[config.mk]
export PLATFORM = sky130hd
export DESIGN_NAME = mem_bus_ctrl
export DESIGN_NICKNAME = d
export VERILOG_FILES = /design/src/rtl/mem_bus_ctrl.sv
export SDC_FILE = /design/constraint.sdc
export NUM_CORES = 1
export LEC_CHECK = 0
export ABC_CLOCK_PERIOD_IN_PS = 2600
export CORE_UTILIZATION = 47
export DETAILED_ROUTE_END_ITERATION = 16
export PLACE_DENSITY_LB_ADDON = 0.1
export SLEW_MARGIN = 30
export SYNTH_ARGS = -nofsm -noshare
export SYNTH_HDL_FRONTEND = slang
export SYNTH_SLANG_ARGS = --single-unit
[constraint.sdc]
create_clock -name clk -period 2.6 [get_ports clk]
set_input_delay 0.78 -clock clk [delete_from_list [all_inputs] [get_ports clk]]
set_output_delay 0.78 -clock clk [all_outputs]
set_load 0.1 [all_outputs]
[src/rtl/mem_bus_ctrl.sv]
// Single-beat valid/ready bus access controller: aligns, enables and extends CPU loads/stores.
// Optional bus timeout abort is compiled in when MEMBUS_TIMEOUT_EN is defined.
module mem_bus_ctrl #(
   parameter int TIMEOUT_CYCLES = 16,
   parameter int CNT_W          = 5
) (
   input  logic        clk,
   input  logic        rst,
   input  logic [31:0] i_addr,
   input  logic [31:0] i_wdata,
   input  logic [1:0]  i_size,
   input  logic        i_unsigned,
   input  logic        i_req_rd,
   input  logic        i_req_wr,
   output logic [31:0] o_rdata,
   output logic        o_busy,
   output logic        o_done,
   output logic        o_err,
   output logic [31:0] bus_addr,
   output logic [31:0] bus_wdata,
   output logic [3:0]  bus_be,
   output logic        bus_we,
   output logic        bus_valid,
   input  logic        bus_ready,
   input  logic [31:0] bus_rdata
);

   typedef enum logic [1:0] {IDLE, REQ, DONE} state_t;

   if (2 ** CNT_W <= TIMEOUT_CYCLES) begin : g_cnt_w_check
      $error("CNT_W too narrow for TIMEOUT_CYCLES");
   end

   state_t      state_reg, state_next;
   logic [1:0]  size_reg;
   logic [1:0]  lane_reg;
   logic        unsigned_reg;
   logic        err_reg, err_next;
   logic [31:0] rdata_reg, rdata_next;
   logic        load_req;
   logic        illegal;
   logic [3:0]  be_calc;
   logic [31:0] wdata_calc;
   logic [7:0]  byte_sel;
   logic [15:0] half_sel;
   logic [31:0] load_ext;
   logic        timeout_hit;

   always_comb begin
      illegal = (i_req_rd & i_req_wr);
      be_calc = 4'b0000;
      wdata_calc = i_wdata;
      case (i_size)
         2'b00: begin
            be_calc    = 4'b0001 << i_addr[1:0];
            wdata_calc = {4{i_wdata[7:0]}};
         end
         2'b01: begin
            be_calc    = 4'b0011 << {i_addr[1], 1'b0};
            wdata_calc = {2{i_wdata[15:0]}};
            illegal    = illegal | i_addr[0];
         end
         2'b10: begin
            be_calc    = 4'b1111;
            illegal    = illegal | (i_addr[1:0] != 2'b00);
         end
         default: illegal = 1'b1;
      endcase
   end

   // Lane extraction uses the offset captured at request time, not the live address.
   always_comb begin
      byte_sel = bus_rdata[{lane_reg, 3'b000} +: 8];
      half_sel = bus_rdata[{lane_reg[1], 4'b0000} +: 16];
      case (size_reg)
         2'b00:   load_ext = unsigned_reg ? {24'd0, byte_sel} : {{24{byte_sel[7]}}, byte_sel};
         2'b01:   load_ext = unsigned_reg ? {16'd0, half_sel} : {{16{half_sel[15]}}, half_sel};
         default: load_ext = bus_rdata;
      endcase
   end

`ifdef MEMBUS_TIMEOUT_EN
   logic [CNT_W-1:0] cnt_reg;

   assign timeout_hit = (state_reg == REQ) && !bus_ready &&
                        (cnt_reg == CNT_W'(TIMEOUT_CYCLES - 1));

   always_ff @(posedge clk or negedge rst) begin
      if (!rst) begin
         cnt_reg <= '0;
      end else if (state_reg == REQ && state_next == REQ) begin
         cnt_reg <= cnt_reg + CNT_W'(!bus_ready);
      end else begin
         cnt_reg <= '0;
      end
   end
`else
   assign timeout_hit = 1'b0;
`endif

   always_comb begin
      state_next = state_reg;
      err_next   = err_reg;
      rdata_next = rdata_reg;
      load_req   = 1'b0;
      case (state_reg)
         IDLE: begin
            rdata_next = '0;
            if (i_req_rd | i_req_wr) begin
               load_req   = 1'b1;
               err_next   = illegal;
               state_next = illegal ? DONE : REQ;
            end
         end
         REQ: begin
            if (bus_ready) begin
               state_next = DONE;
               err_next   = 1'b0;
               rdata_next = bus_we ? 32'd0 : load_ext;
            end else if (timeout_hit) begin
               state_next = DONE;
               err_next   = 1'b1;
               rdata_next = '0;
            end
         end
         DONE: begin
            state_next = IDLE;
            err_next   = 1'b0;
            rdata_next = '0;
         end
         default: state_next = IDLE;
      endcase
   end

   always_ff @(posedge clk or negedge rst) begin
      if (!rst) begin
         state_reg    <= IDLE;
         err_reg      <= 1'b0;
         rdata_reg    <= '0;
         size_reg     <= '0;
         lane_reg     <= '0;
         unsigned_reg <= 1'b0;
         bus_addr     <= '0;
         bus_wdata    <= '0;
         bus_be       <= '0;
         bus_we       <= 1'b0;
      end else begin
         state_reg <= state_next;
         err_reg   <= err_next;
         rdata_reg <= rdata_next;
         if (load_req) begin
            size_reg     <= i_size;
            lane_reg     <= i_addr[1:0];
            unsigned_reg <= i_unsigned;
            bus_addr     <= {i_addr[31:2], 2'b00};
            bus_wdata    <= wdata_calc;
            bus_be       <= be_calc;
            bus_we       <= i_req_wr;
         end
      end
   end

   assign bus_valid = (state_reg == REQ);
   assign o_busy    = (state_reg != IDLE);
   assign o_done    = (state_reg == DONE);
   assign o_err     = (state_reg == DONE) & err_reg;
   assign o_rdata   = rdata_reg;

endmodule
# Word level (Yosys, flattened, before mapping)
# Index checks and enable logic that the tools add are counted.
dict set report classes {
  reduce_logical 11
  addsub 0
  div_mod_pow 0
  mux 18
  eq_ne 7
  bitwise_logic 5
  n_shift 4
  order_cmp 0
  multipliers 0
}
# operator count
set op_table {}
lappend op_table {{case mux 32 bit (2 select lines)} 3}
lappend op_table {{two-way mux 32 bit} 4}
lappend op_table {{variable part select 32 x 6 -> 16 bit} 1}
lappend op_table {{variable part select 32 x 6 -> 8 bit} 1}
lappend op_table {{case mux 4 bit (3 select lines)} 1}
lappend op_table {{equality test 2 x 1 -> 1 bit (second input constant)} 3}
lappend op_table {{logical NOT 2 bit} 3}
lappend op_table {{two-way mux 2 bit} 3}
lappend op_table {{case mux 1 bit (3 select lines)} 2}
lappend op_table {{nonzero test 2 bit} 3}
lappend op_table {{equality test 2 bit (second input constant)} 2}
lappend op_table {{two-way mux 1 bit} 4}
lappend op_table {{case mux 2 bit (2 select lines)} 1}
lappend op_table {{AND reduction 2 bit} 2}
lappend op_table {{left shift 1 x 2 -> 4 bit (first input constant)} 1}
lappend op_table {{left shift 2 x 2 -> 4 bit (first input constant)} 1}
lappend op_table {{OR 1 bit} 3}
lappend op_table {{AND reduction 3 bit} 1}
lappend op_table {{nonzero test 3 bit} 1}
lappend op_table {{AND 1 bit} 2}
lappend op_table {{!= test 2 x 1 -> 1 bit (second input constant)} 1}
lappend op_table {{!= test 2 bit (second input constant)} 1}
lappend op_table {{OR reduction 2 bit} 1}
dict set report totals {
  mem_bits_ro 0
  ram_bits 0
  out_inout_bits 105
  register_bits 107
  memories 0
  latchBits 0
}

# Logic depth before layout (Yosys ltp)
# Gate-level depths: netlist of the first run.
dict set report depth {
  depth_word 6
  mapped_depth 8
}

# Worst setup path after synthesis of the first run
# OpenSTA, ideal clock, no wires.
dict set report synth_timing {
  path_kind {register to output}
  from {register state_reg[0]}
  to {output o_err}
  slack_ns -0.397
  arrival_ns 2.217
  stages_incl_launch_ff 4
  path_buffers 0
  cell_sequence {dfrtp_1 inv_1 ha_1 and2_1}
}
dict set report synth_between {
  elab_chain_cells 2
}
# item line_no
set synth_rtl {}
lappend synth_rtl {{start, declared} 34} ;# state_t state_reg, state_next;
lappend synth_rtl {{start signal, assigned} 148} ;# state_reg <= state_next;
lappend synth_rtl {{equality test 2 bit} n/a}
lappend synth_rtl {{via o_done} 17} ;# output logic o_done,
lappend synth_rtl {{AND 1 bit} 166} ;# assign o_err = (state_reg == DONE) & err_reg;
lappend synth_rtl {{end, declared} 18} ;# output logic o_err,
# The timed path passes the listed nets, and every way through them passes these cells.

# Final worst setup path of the first run
dict set report layout_timing {
  from {register state_reg[0]}
  to {output o_busy}
}
dict set report layout_between {
  elab_chain_cells 1
}
# item line_no
set layout_rtl {}
lappend layout_rtl {{nonzero test 2 bit} 164} ;# assign o_busy = (state_reg != IDLE);
lappend layout_rtl {{end, declared} 16} ;# output logic o_busy,
# Every way passes these cells.

==> results of run 1 <==
==> cells by family after synthesis <==
family | count (synthesis) | share of synthesized area
flip-flops | 107 | 0.530
multiplexers | 48 | 0.108
AO/OA/AOI/OAI | 149 | 0.203
AND/OR/NAND/NOR | 95 | 0.0944
adder cells (fa/ha/maj) | 7 | 0.0173
other | 1 | 0.000743
buffers and inverters | 43 | 0.0458
==> worst paths after layout <==
kind	to	depth (start not counted)	from	slack, ps
max	o_busy	4	state_reg[0]	210
min	o_rdata[30]	1	rst	260
max reg2reg	o_rdata[20]	6	state_reg[1]	650
min reg2reg	bus_be[2]	2	bus_be[2]	490
max in group asynchronous	lane_reg[0]	2	rst	1760
min in group clk	bus_be[2]	2	bus_be[2]	490
==> synthesized netlist by cell type, types with 2 or more instances <==
library cell / number
sky130_fd_sc_hd__nor2b_1: 4
sky130_fd_sc_hd__o21ai_0: 49
sky130_fd_sc_hd__o21a_1: 7
sky130_fd_sc_hd__nor3b_1: 9
sky130_fd_sc_hd__o31ai_1: 3
sky130_fd_sc_hd__a21oi_1: 21
sky130_fd_sc_hd__clkbuf_1: 11
sky130_fd_sc_hd__nor2_1: 11
sky130_fd_sc_hd__dfrtp_1: 107
sky130_fd_sc_hd__a21o_1: 3
sky130_fd_sc_hd__nor3_1: 8
sky130_fd_sc_hd__buf_6: 6
sky130_fd_sc_hd__o21ai_1: 11
sky130_fd_sc_hd__buf_4: 3
sky130_fd_sc_hd__mux2_2: 47
sky130_fd_sc_hd__nand2_1: 51
sky130_fd_sc_hd__a22oi_1: 8
sky130_fd_sc_hd__o21ai_2: 2
sky130_fd_sc_hd__buf_1: 2
sky130_fd_sc_hd__ha_1: 7
sky130_fd_sc_hd__a221o_1: 16
sky130_fd_sc_hd__a22o_1: 10
sky130_fd_sc_hd__inv_1: 8
sky130_fd_sc_hd__buf_2: 11
sky130_fd_sc_hd__nand2b_1: 3
sky130_fd_sc_hd__a21boi_1: 8
sky130_fd_sc_hd__and2_1: 2
==> worst max-delay path: stages, from the launching register on <==
cell	delay, ps
sky130_fd_sc_hd__dfrtp_1	400
sky130_fd_sc_hd__inv_1	120
sky130_fd_sc_hd__ha_1	390
sky130_fd_sc_hd__inv_1	150
sky130_fd_sc_hd__buf_12	190
==> metal layers <==
| metal | global-route usage | up-vias | share of wire |
|---|---|---|---|
| met4 | 0.100 | 0 | 0.025 |
| li1 | - | 2014 | - |
| met1 | 0.302 | 2058 | 0.40 |
| met5 | 0 | - | 0 |
| met2 | 0.412 | 193 | 0.50 |
| met3 | 0.0513 | 26 | 0.078 |
==> through the flow <==
stage                     worst slack, ps  area, µm²  std cells  utilization
after global placement               98.4       7060        775        0.681
after floorplan                       208       5060        451            -
after global routing                 91.4       7270        793        0.701
after detailed placement             58.4       7090        777        0.683
final                                 207       7270        793        0.701
after CTS                             190       7270        793        0.701
==> area by class of cell <==
class / count / area [µm²] / area share
Clock buffer: 9 / 124 / 0.0170
Clock inverter: 7 / 58.8 / 0.00809
Inverter: 10 / 37.5 / 0.00516
Multi-Input combinational cell: 301 / 2160 / 0.298
Sequential cell: 107 / 2680 / 0.368
Tap cell: 136 / 170 / 0.0234
Timing Repair Buffer: 223 / 2040 / 0.280
==> Implementation_results.wiki, run 1 <==
{| class="wikitable"
! Metric !! Value
|-
| Fraction of final layout cells with drive strength greater than 1 || 0.306
|-
| Upper clock frequency limit || roughly 420 MHz
|-
| CTS Hold Bufs || 0
|-
| Initial cell density of the core || 0.487
|-
| Antenna diodes || 0
|-
| Number of warnings issued by yosys || 0
|-
| Highest net fanout along the worst path || 5
|-
| FFs w/ async S/R, synth || 1.00
|-
| Final Critical Period || approximately 2400 ps
|-
| Post-detailed-route count of antenna-violating nets || 0
|-
| Synth top area cells || sky130_fd_sc_hd__dfrtp_1 53%, sky130_fd_sc_hd__mux2_2 10%, sky130_fd_sc_hd__o21ai_0 4.9%, sky130_fd_sc_hd__nand2_1 3.8%, sky130_fd_sc_hd__a221o_1 3.2%
|-
| H-tree level count || 3
|-
| Number of optimization iterations in the first detailed-route pass || 4
|-
| Post-cts repair resize count || 0
|-
| Max Cap Viol || 0
|-
| Arr. time, crit path || 1610 ps
|-
| Leading cell types in the layout, fill and taps excluded || 111 x sky130_fd_sc_hd__buf_4, 107 x sky130_fd_sc_hd__dfrtp_1, 102 x sky130_fd_sc_hd__clkdlybuf4s50_1
|-
| Final setup violation count || 0
|-
| Wire length of the first global-routing pass || roughly 21000 µm
|-
| Remaining design rule violation count || 0
|-
| Cts bufs inserted || 9
|-
| Kind of end point of the critical path || output port
|-
| Insertion delay to the later sink of the worst-skew pair || between 300 and 400 ps
|-
| Final Max Slew Viols || 0
|-
| Cell at the root of the clock tree || sky130_fd_sc_hd__clkbuf_8
|-
| Half-perimeter wire length after detailed placement || about 10000 µm
|-
| Total number of vias || around 4300
|-
| Area Overhead vs Synth || 44.0%
|-
| Count of final hold-check violations || 0
|-
| PortBufs || around 210
|-
| Final net count || 763
|-
| Seq/Total Area, Yosys || 0.530
|-
| Setup fix buffers added after clock tree synthesis || 0
|-
| GRT Overall Usage || 0.243
|-
| Count of flip-flops with a built-in enable after synthesis || 0
|-
| Req. time, crit path || 1820 ps
|-
| Synthesized area || approximately 0.005 mm²
|-
| Classification of the worst setup path || reg -> out
|-
| Wirelength per Cell || about 17 µm
|-
| Dominant register cell in the synthesized netlist || sky130_fd_sc_hd__dfrtp_1
|-
| Number of global-route vias before repair || around 4300
|-
| Synth area leader || sky130_fd_sc_hd__dfrtp_1
|-
| Worst-case hold slack || approximately 260 ps
|-
| Ratio of final minimum period to clock period || 0.920
|-
| Maximum buffer depth of the clock tree || 2
|-
| Area share of the largest cell type after synthesis || 0.530
|-
| X dimension of the die || 106 µm
|-
| Clock transition at the register clock pins on the worst setup and hold paths after CTS || between 100 and 150 ps
|-
| Class of the most critical hold timing path || in -> async
|-
| Number of top-level design ports || between 200 and 250
|-
| Worst slew pin tran || between 600 and 700 ps
|-
| Result of the run || completed
|-
| Setup TNS || 0 ps
|-
| Detail-routed via count per cell || ~5.4
|-
| TritonCTS clock tree || built
|-
| Synth unique cells || 49
|-
| Num Clock Sinks || 107
|-
| Largest net degree at the start of global routing || 53
|-
| Core area || 0.0104 mm²
|-
| Total gr overflow || 0
|-
| Total routed wirelength || 13200 µm
|-
| Initial antenna violation count || 0
|-
| Synthesized flop and latch total || ~110
|-
| Worst setup skew after layout || 14.4 ps
|-
| Post-synthesis area per instance || 11.2 µm²
|-
| Die area || roughly 0.011 mm²
|-
| Die height || ~110 µm
|-
| RSZ-0062 raised after global routing || no
|-
| Number of violations reported at the end of detailed-routing iteration 0 || 125
|-
| Number of rows in the core area || 37
|-
| Gate count after technology mapping || between 400 and 500
|-
| Commonest non-fill, non-tap cell in the layout || sky130_fd_sc_hd__buf_4
|-
| Crit path launch type || flop
|-
| Layout fillers || 834
|-
| Slew margin rel. || 0.589
|-
| Last weighted congestion value of the routability-driven placer || 0.839
|}
Power of run 1 is left out: the tool's default activity adds up to more than one toggle a clock period on the data nets, which glitch-free logic cannot reach.
==> run 2: changes to the inputs <==
--- a/config.mk
+++ b/config.mk
@@ -6,8 +6,11 @@
 export NUM_CORES = 1
 export LEC_CHECK = 0
 export ABC_CLOCK_PERIOD_IN_PS = 2600
-export CORE_UTILIZATION = 47
+export CELL_PAD_IN_SITES_DETAIL_PLACEMENT = 0
+export CELL_PAD_IN_SITES_GLOBAL_PLACEMENT = 1
+export CORE_UTILIZATION = 51
 export DETAILED_ROUTE_END_ITERATION = 16
+export DONT_BUFFER_PORTS = 1
 export PLACE_DENSITY_LB_ADDON = 0.1
 export SLEW_MARGIN = 30
 export SYNTH_ARGS = -nofsm -noshare
==> run 2 against run 1 <==
Critical path depth is 1 lower; maximum frequency decreased by 3.0%; clock-buffer cell count rose by 1; final area decreased by 22%; non-clock buffer count down 167; largest cell class unchanged; die area decreased by 7.7%.
==> Implementation_results.wiki, run 2 (synthesis gave the netlist of run 1 again) <==
{| class="wikitable"
! Metric !! Value
|-
| GRT Overall Usage || 0.236
|-
| Post-detailed-route count of antenna-violating nets || 0
|-
| Number of optimization iterations in the first detailed-route pass || 4
|-
| Highest net fanout along the worst path || 5
|-
| Maximum buffer depth of the clock tree || 2
|-
| Clock transition at the register clock pins on the worst setup and hold paths after CTS || 100 ps
|-
| Remaining design rule violation count || 0
|-
| Depth of the worst register-to-register path || 6
|-
| Result of the run || completed
|-
| Crit path launch type || flop
|-
| Worst setup skew after layout || approximately 17 ps
|-
| Last weighted congestion value of the routability-driven placer || between 0.7 and 0.8
|-
| Number of global-route vias before repair || approximately 3600
|-
| Reg-to-reg setup timing slack || 440 ps
|-
| RSZ-0062 raised after global routing || no
|-
| Max Cap Viol || 0
|-
| TritonCTS clock tree || built
|-
| Number of rows in the core area || 35
|-
| Length of routed wiring on met1 || roughly 4800 µm
|-
| Class of the most critical hold timing path || in -> async
|-
| Area Overhead vs Synth || 12.6%
|-
| Die height || about 100 µm
|-
| Endpoint of the lowest-slack register-to-register path || state_reg[1]
|-
| Final Max Slew Viols || 0
|-
| Insertion delay to the later sink of the worst-skew pair || around 370 ps
|-
| DR top layer || met5
|-
| Routed length on met2 || ~6000 µm
|-
| Req. time, crit path || 1820 ps
|-
| Cell at the root of the clock tree || sky130_fd_sc_hd__clkbuf_8
|-
| Die area || approximately 0.010 mm²
|-
| Kind of end point of the critical path || output port
|-
| Total gr overflow || 0
|-
| Initial cell density of the core || 0.536
|-
| Number of violations reported at the end of detailed-routing iteration 0 || just over 90
|-
| Wirelength per Cell || 19.4 µm
|-
| Wire length of the first global-routing pass || 18700 µm
|-
| Classification of the worst setup path || reg -> out
|-
| Cts bufs inserted || 9
|-
| Num Clock Sinks || between 100 and 150
|-
| Leading cell types in the layout, fill and taps excluded || 107 x sky130_fd_sc_hd__dfrtp_1, 54 x sky130_fd_sc_hd__buf_4, 51 x sky130_fd_sc_hd__nand2_1
|-
| Core area || approximately 0.0094 mm²
|-
| Setup fix buffers added after clock tree synthesis || 0
|-
| Initial antenna violation count || 1
|-
| Number of top-level design ports || about 210
|-
| Commonest non-fill, non-tap cell in the layout || sky130_fd_sc_hd__dfrtp_1
|-
| Largest net degree at the start of global routing || 108
|-
| Fraction of final layout cells with drive strength greater than 1 || 0.284
|-
| Arr. time, crit path || roughly 1700 ps
|-
| Slew margin rel. || 0.382
|-
| Upper clock frequency limit || about 410 MHz
|-
| CTS Hold Bufs || 0
|-
| Critical path startpoint || state_reg[0]
|-
| Half-perimeter wire length after detailed placement || 8690 µm
|-
| Ratio of final minimum period to clock period || 0.949
|-
| Total routed wirelength || 12000 µm
|-
| Worst slew pin tran || roughly 900 ps
|-
| Detail-routed via count per cell || around 5.7
|-
| Setup TNS || 0 ps
|-
| Total number of vias || 3512
|-
| Count of final hold-check violations || 0
|-
| Final setup violation count || 0
|-
| PortBufs || 0
|-
| Final Critical Period || around 2500 ps
|-
| Launch point of the worst reg-to-reg path || state_reg[0]
|-
| H-tree level count || 3
|-
| Layout fillers || slightly above 800
|-
| Total length of routed met3 wires || 1200 µm
|-
| Final net count || around 600
|-
| Antenna diodes || 0
|-
| X dimension of the die || roughly 100 µm
|}
## run 2: cell types whose count changed in the layout (fill, tap and decap cells not counted), moves of 2 or more
cell,change
sky130_fd_sc_hd__buf_4,-57
sky130_fd_sc_hd__clkdlybuf4s50_1,-102
sky130_fd_sc_hd__inv_6,+2
sky130_fd_sc_hd__buf_12,-6
sky130_fd_sc_hd__buf_6,-2
## run 2: what timing repair did
action	4_1_cts	5_1_grt
endpoints found under the setup margin	1	0
resized for setup	2	0
endpoints found under the hold margin	0	0
## run 2: per-layer routing
metal  global-route usage  up-vias
met5                    0        -
met4               0.0602        2
met3               0.0863        8
met2                0.392      151
met1                0.292     1674
li1                     -     1677
## run 2: area by class of cell
| cell class | count | area (µm²) | area share |
|---|---|---|---|
| Multi-Input combinational cell | 301 | 2170 | 0.381 |
| Clock inverter | 6 | 52.6 | 0.00924 |
| Timing Repair Buffer | 56 | 445 | 0.0784 |
| Tap cell | 129 | 161 | 0.0284 |
| Clock buffer | 10 | 138 | 0.0242 |
| Inverter | 10 | 41.3 | 0.00726 |
| Sequential cell | 107 | 2680 | 0.471 |
## run 2: worst max path at each step
stage               endpoint  slack, ps  cells after the start
2_1_floorplan          o_err        210                      3
3_5_place_dp   bus_wdata[27]        350                      6
6_report              o_busy        130                      3
3_3_place_gp   bus_wdata[25]        130                      6
4_1_cts               o_busy        120                      3
5_1_grt               o_busy         70                      3
## run 2: worst max-delay path: stages (launching register included)
cell and delay [ps]:
sky130_fd_sc_hd__dfrtp_1 400, sky130_fd_sc_hd__inv_1 110, sky130_fd_sc_hd__ha_2 330, sky130_fd_sc_hd__clkinvlp_4 490
## run 2: through the flow
stage                      util  instances  cell area, µm²  setup slack [ps]  hold slack, ps
after floorplan               -        451            5060               208             484
after global placement    0.583        603            5490               134             468
after detailed placement  0.583        603            5490               345             478
after CTS                 0.604        619            5680               122            79.0
after global routing      0.604        619            5680              72.1            68.6
final                     0.604        619            5680               134            97.1
Power of run 2 is left out for the same reason.
